[config.mk]
export PLATFORM = sky130hd
export DESIGN_NAME = barrett_reduce_pipe
export DESIGN_NICKNAME = d
export VERILOG_FILES = /design/src/rtl/barrett_reduce_pipe.sv
export SDC_FILE = /design/constraint.sdc
export NUM_CORES = 1
export LEC_CHECK = 0
export BUFFER_PORTS_ARGS = -buffer_cell sky130_fd_sc_hd__buf_2
export CORE_UTILIZATION = 26
export DETAILED_ROUTE_END_ITERATION = 10
export SYNTH_ARGS = -nofsm -noshare
export SYNTH_HDL_FRONTEND = slang
export SYNTH_SLANG_ARGS = --single-unit
[constraint.sdc]
create_clock -name clk -period 5.1 [get_ports clk]
set_clock_uncertainty 0.05 [all_clocks]
set_input_delay 0.255 -clock clk [delete_from_list [all_inputs] [get_ports clk]]
set_output_delay 0.255 -clock clk [all_outputs]
set_load 0.05 [all_outputs]
[src/rtl/barrett_reduce_pipe.sv]
// Three-stage pipelined Barrett reduction modulo Q (ML-KEM, Q = 3329).
// Accepts the 32-bit product from the upstream multiplier and returns the
// canonical residue of its low K bits, with a sideband tag kept aligned and
// an overflow flag raised when any bit above K was set.
// Valid/ready on both sides; the whole pipe advances together on 'adv'.

module barrett_reduce_pipe #(
    parameter int Q     = 3329,
    parameter int K     = 24,
    parameter int M     = 5039,
    parameter int TAG_W = 8
) (
    input  logic             clk,
    input  logic             rst,
    input  logic             in_valid,
    output logic             in_ready,
    input  logic [31:0]      in_data,
    input  logic [TAG_W-1:0] in_tag,
    output logic             out_valid,
    input  logic             out_ready,
    output logic [11:0]      out_data,
    output logic [TAG_W-1:0] out_tag,
    output logic             out_ovf
);

    // Width of the Barrett constant, the full product and the partial remainder.
    // r = x - floor(x*M / 2^K)*Q is always below 2Q, which fits in RW bits.
    localparam int MW = $clog2(M + 1);
    localparam int PW = K + MW;
    localparam int RW = 14;

    localparam logic [PW-1:0] M_EXT = PW'(M);
    localparam logic [K-1:0]  Q_K   = K'(Q);
    localparam logic [RW-1:0] Q_R   = RW'(Q);

    // Pipeline advance: the tail is empty or is being drained this cycle.
    logic adv;

    // Stage valid bits
    logic v1, v2, v3;

    // Stage 1 registers: operand, full product, tag, overflow
    logic [K-1:0]     x1;
    logic [PW-1:0]    p1;
    logic [TAG_W-1:0] tag1;
    logic             ovf1;

    // Stage 2 registers: partial remainder in [0, 2Q)
    logic [RW-1:0]    r2;
    logic [TAG_W-1:0] tag2;
    logic             ovf2;

    // Stage 3 registers: canonical residue
    logic [11:0]      d3;
    logic [TAG_W-1:0] tag3;
    logic             ovf3;

    // Combinational stage inputs
    logic [K-1:0]  s1_x;
    logic [PW-1:0] s1_p;
    logic          s1_ovf;
    logic [MW-1:0] s2_t;
    logic [K-1:0]  s2_tq;
    logic [RW-1:0] s2_r;
    logic [11:0]   s3_d;

    assign adv       = ~v3 | out_ready;
    assign in_ready  = adv;
    assign out_valid = v3;
    assign out_data  = d3;
    assign out_tag   = tag3;
    assign out_ovf   = ovf3;

    // Per-stage arithmetic: product, quotient estimate and remainder, final correction
    always_comb begin
        s1_x   = in_data[K-1:0];
        s1_ovf = |in_data[31:K];
        s1_p   = PW'(s1_x) * M_EXT;
        s2_t   = MW'(p1 >> K);
        s2_tq  = K'(s2_t) * Q_K;
        s2_r   = RW'(x1 - s2_tq);
        s3_d   = (r2 >= Q_R) ? 12'(r2 - Q_R) : 12'(r2);
    end

    // Valid bits shift together; a missing input enters as a bubble
    always_ff @(posedge clk or posedge rst) begin
        if (rst) begin
            v1 <= 1'b0;
            v2 <= 1'b0;
            v3 <= 1'b0;
        end else if (adv) begin
            v1 <= in_valid;
            v2 <= v1;
            v3 <= v2;
        end
    end

    // Stage 1 capture; data only loads for real samples so bubbles never carry unknowns
    always_ff @(posedge clk or posedge rst) begin
        if (rst) begin
            x1   <= '0;
            p1   <= '0;
            tag1 <= '0;
            ovf1 <= 1'b0;
        end else if (adv && in_valid) begin
            x1   <= s1_x;
            p1   <= s1_p;
            tag1 <= in_tag;
            ovf1 <= s1_ovf;
        end
    end

    // Stage 2 capture of the partial remainder
    always_ff @(posedge clk or posedge rst) begin
        if (rst) begin
            r2   <= '0;
            tag2 <= '0;
            ovf2 <= 1'b0;
        end else if (adv && v1) begin
            r2   <= s2_r;
            tag2 <= tag1;
            ovf2 <= ovf1;
        end
    end

    // Stage 3 capture of the corrected residue; holds while the consumer stalls
    always_ff @(posedge clk or posedge rst) begin
        if (rst) begin
            d3   <= '0;
            tag3 <= '0;
            ovf3 <= 1'b0;
        end else if (adv && v2) begin
            d3   <= s3_d;
            tag3 <= tag2;
            ovf3 <= ovf2;
        end
    end

endmodule

* Word-level counts from Yosys, hierarchy flattened *
Index checks and enable logic that the tools add are counted.

cells by class
  add/subtract/negate cells = 2
  $mul = 2
  div/mod/pow operators = 0
  order comparisons = 1
  equality and inequality tests = 0
  shift operators = 0
  multiplexer cells = 1
  bitwise logic cells = 2
  reduce and logical (&&, ||, !) cells = 4

operators by type and width
  operator                                                                               count
  24-bit by 13-bit multiplier with 37-bit output, second input constant                  1
  14-bit by 12-bit greater-or-equal comparator with 1-bit output, second input constant  1
  13-bit by 12-bit multiplier with 14-bit output, second input constant                  1
  14-bit subtractor                                                                      1
  12-bit 2-to-1 mux                                                                      1
  12-bit subtractor, second input constant                                               1
  8-bit OR reduction                                                                     1
  1-bit logical AND                                                                      3
  1-bit inverter                                                                         1
  1-bit bitwise OR                                                                       1

storage, ports and cells
  bits in registers = 107
  latch bits = 0
  bits in writable memories = 0
  memory bits (read-only) = 0
  output and inout bits = 23
  word-level logic and storage cells = 25
  memories kept = 0

* Depth between registers and ports, before layout *
  depth in word-level cells = 3
  gate-level depth with buffers = 20
  mapped depth without buffers = 20

* Worst setup path before layout *
Ideal clock, no wire load.

  path kind = input -> register
  from = input in_data[7]
  to = register p1[36]
  setup time = 0.069 ns
  data arrival time = 4.772 ns
  data required time = 4.981 ns
  path slack = 0.208 ns
  stages on the path = 16
  path buffers = 0
  path through = fa_1 > fa_1 > fa_1 > fa_1 > inv_1 > fa_1 > inv_1 > ha_1 > nand3_1 > or4_4 > a211oi_4 > o2111ai_2 > a21oi_2 > nor3_1 > or4_1 > nand3_1

on the way
  cells in the longest elaborated chain, start to end = 1

ends and longest elaborated chain
  item                                            RTL line  text
  start: declaration                              17        input logic [31:0] in_data,
  24-bit by 13-bit multiplier with 37-bit output  78        s1_p = PW'(s1_x) * M_EXT;
  end signal: assignment                          107       p1 <= s1_p;
  end: declaration                                44        logic [PW-1:0] p1;

Every way passes these cells.
A chain may end at the register's enable or synchronous reset.

* Worst setup path after layout *
Same ends and word-level chain as after synthesis.

==> summary.txt <==
Clock tree
  – Clock sink count: 83
  – Skew-Pair Late Insertion Delay: 340 ps
  – H-tree depth: 3
  – Total CTS buffers: 9
  – CTS tree: done
  – Clk slew on worst S/H paths: 70 ps
  – Root buffer cell: clkbuf_16
  – Max Buffers Root-to-Sink: 2

Worst setup path
  – FF-to-FF path depth: 16
  – Critical Path Start Type: primary input
  – Critical path required time: 5330 ps
  – CP Capture Type: register
  – Start point of the critical path: in_data[7]
  – Reg2reg start: x1[3]$_DFFE_PP0P_
  – Reg2reg setup slack: 710 ps
  – Worst Path Class, Setup: primary input to register
  – Crit path arrival time: 5110 ps
  – Crit Path Max Fanout: 4
  – Worst r2r dst: r2[13]$_DFFE_PP0P_

Synthesis
  – FF+latch count, synth: 83
  – XOR/XNOR Fraction of Synth Area: 0.03788
  – Synthesized cell area: 9712 sq um
  – Simple-gate share of the synthesized area: 0.05527
  – Syn. warnings: 0
  – Post-Syn Nets: 1,247
  – Post-synth EDFFs: 0
  – Synth Area in Adders: 0.4903
  – Ys async rst share: 1.000
  – Largest family of logic cells by synthesized area: adder cells
  – Mux share of post-synthesis cell area: 0.04522
  – Syn Inst Count: 904
  – Sequential fraction of the synthesis area: 0.2139
  – Predominant post-synthesis flop cell: dfrtp_1
  – Synth unique cells: 44
  – Avg Cell Area, Syn: 10.74 sq um
  – Synth Area in Compound Gates: 0.08039

STA
  – Fin crit share: 0.9584
  – Final setup vio count: 0
  – Least-Margin Pin Slew: 1111 ps
  – Relative slew slack: 0.2576
  – Fin. max-slew vios: 0
  – Min cycle time layout: 4888 ps
  – Min Hold Slack: 96.74 ps
  – Fmax achieved: 204.6 MHz
  – Hold Fails Final Rpt: 0
  – Setup WS post-layout: 212.3 ps

Cells and area
  – Filler cells: 3,761
  – Layout Nets: 1,380
  – Multi-input gate area: 6938 sq um
  – Share of cells above drive strength 1: 0.1948
  – Register area: 2077 sq um
  – Synth-to-Final Area Change: 18.00%
  – Ant. Diodes: 0
  – Fin area: 11,460 sq um

Drt
  – DR DRC count: 0
  – Antenna viol nets, final: 0
  – Initial detailed-routing violation count: 301
  – WL final: 19,930 microns
  – Pre-Repair DR Iteration Count: 5
  – Via/cell ratio: 4.199
  – DR vias: 6,341
  – Avg WL per Cell: 13.20 microns

Place
  – Detailed Place HPWL: 17,170 microns
  – RePlAce Congestion: 0.8469
  – Placed inst area: 11,080 sq um
  – Dpl ws: -254.2 ps
  – Port Buffer Count: 66

Run status
  – Status: finished clean

Global route
  – Largest net degree at the start of global routing: 56
  – First-pass GRT wire length: 33,950 microns
  – Initial antenna violation count: 0
  – Total gr overflow: 0
  – Gr usage total: 0.1111
  – Vias in the first global route: 6,684

Floorplanning
  – Core area: 36,700 sq um
  – Rows: 70
  – Die ar.: 38,130 sq um
  – Die X: 195.3 microns
  – Num ports: 67
  – Die Height: 195.3 microns
  – Initial core utilization: 0.2646

Min path
  – Hold Path Class: primary input to register
  – Hold path depth: 2
  – Hold_sp: in_tag[4]
  – Hold EP: tag1[4]$_DFFE_PP0P_

Run
  – Max Cap Violations: 0
-- cells in the final DEF (no fill, tap or decap), types with 5 or more instances in the layout --
cell       instances
buf_4             67
buf_2             66
xor2_1            18
nand3_1            7
nand2b_1           5
mux2_2            39
dfrtp_1           83
o21ai_0           50
nand2_1           59
fa_1             135
nor2_1            13
nor3_1             9
xnor2_1           24
a21o_1            14
nor4_1             5
clkbuf_16          9
a21oi_1           28
inv_1            186
o21a_1             7
ha_1             162
-- per-layer routing --
layer  part of all wire  track usage
met5                  0            0
met3              0.022      0.01485
met1               0.51       0.1603
met2               0.46       0.1799
met4             0.0072      0.01633
-- worst max-delay path, cell delays in order --
cell       delay, ps
buf_2            140
fa_1             620
fa_1             460
fa_1             480
fa_1             490
inv_1             50
fa_1             530
inv_1             40
ha_1             280
nand3_1           70
or4_4            450
a211oi_4         310
o2111ai_4        160
a21oi_2          220
nor3_1            90
or4_1            400
nand3_1           80
-- how the worst max path moves through the flow --
| stage | end | depth (start not counted) |
|---|---|---|
| floorplan | p1[36]$_DFFE_PP0P_ | 16 |
| global placement | p1[34]$_DFFE_PP0P_ | 19 |
| detailed placement | p1[34]$_DFFE_PP0P_ | 19 |
| CTS | p1[34]$_DFFE_PP0P_ | 19 |
| global route | p1[34]$_DFFE_PP0P_ | 19 |
| finish | p1[36]$_DFFE_PP0P_ | 17 |
-- sequential cells by signal, summed over array words and instances (netlist names), 8 cells and up --
name and cells:
x1 14, out_data 12, tag1 8, p1 13
tag2 8, out_tag 8, r2 14
-- synthesized netlist by cell type (all sizes together), types with 10 or more instances --
master | n | area, sq um
a21o | 14 | 105.1
a21oi | 31 | 158.9
clkbuf | 11 | 41.29
dfrtp | 83 | 2077
fa | 136 | 2723
ha | 163 | 2039
inv | 187 | 701.9
mux2 | 39 | 439.2
nand2 | 60 | 225.2
nor2 | 13 | 48.80
nor3 | 10 | 50.05
o21ai | 52 | 260.2
xnor2 | 24 | 210.2
xor2 | 18 | 157.7
-- logic make-up after synthesis --
logic type | count (synthesis)
XOR/XNOR | 42
adder cells (fa/ha/maj) | 299
multiplexers | 39
AO/OA/AOI/OAI | 126
buffers and inverters | 199
flip-flops | 83
AND/OR/NAND/NOR | 116
-- final cells by class --
cell class	count	share of cell area
repair buffers	134	0.07359
inverters	187	0.06136
multi-input cells	622	0.6054
flip-flops and latches	83	0.1812
well taps	468	0.05110
clock buffers	11	0.02205
clock inverters	5	0.005241
-- metrics by stage --
stage	std cells	setup TNS [ps]	utilization
global route	1510	-30.18	0.3123
CTS	1509	0	0.3107
detailed placement	1492	-1317	0.3019
floorplan	904	0	-
finish	1510	0	0.3123
global placement	1492	-572.6	0.3019
-- timing repair --
item | CTS | global route
gates resized for setup | 0 | 9
hold buffers | 1 | 0
setup endpoints to repair | 0 | 8
hold endpoints to repair | 1 | 0
buffers inserted | 0 | 1
Power is not shown: default switching activity piles up to over one toggle a cycle in this logic, so the estimate is an artifact.
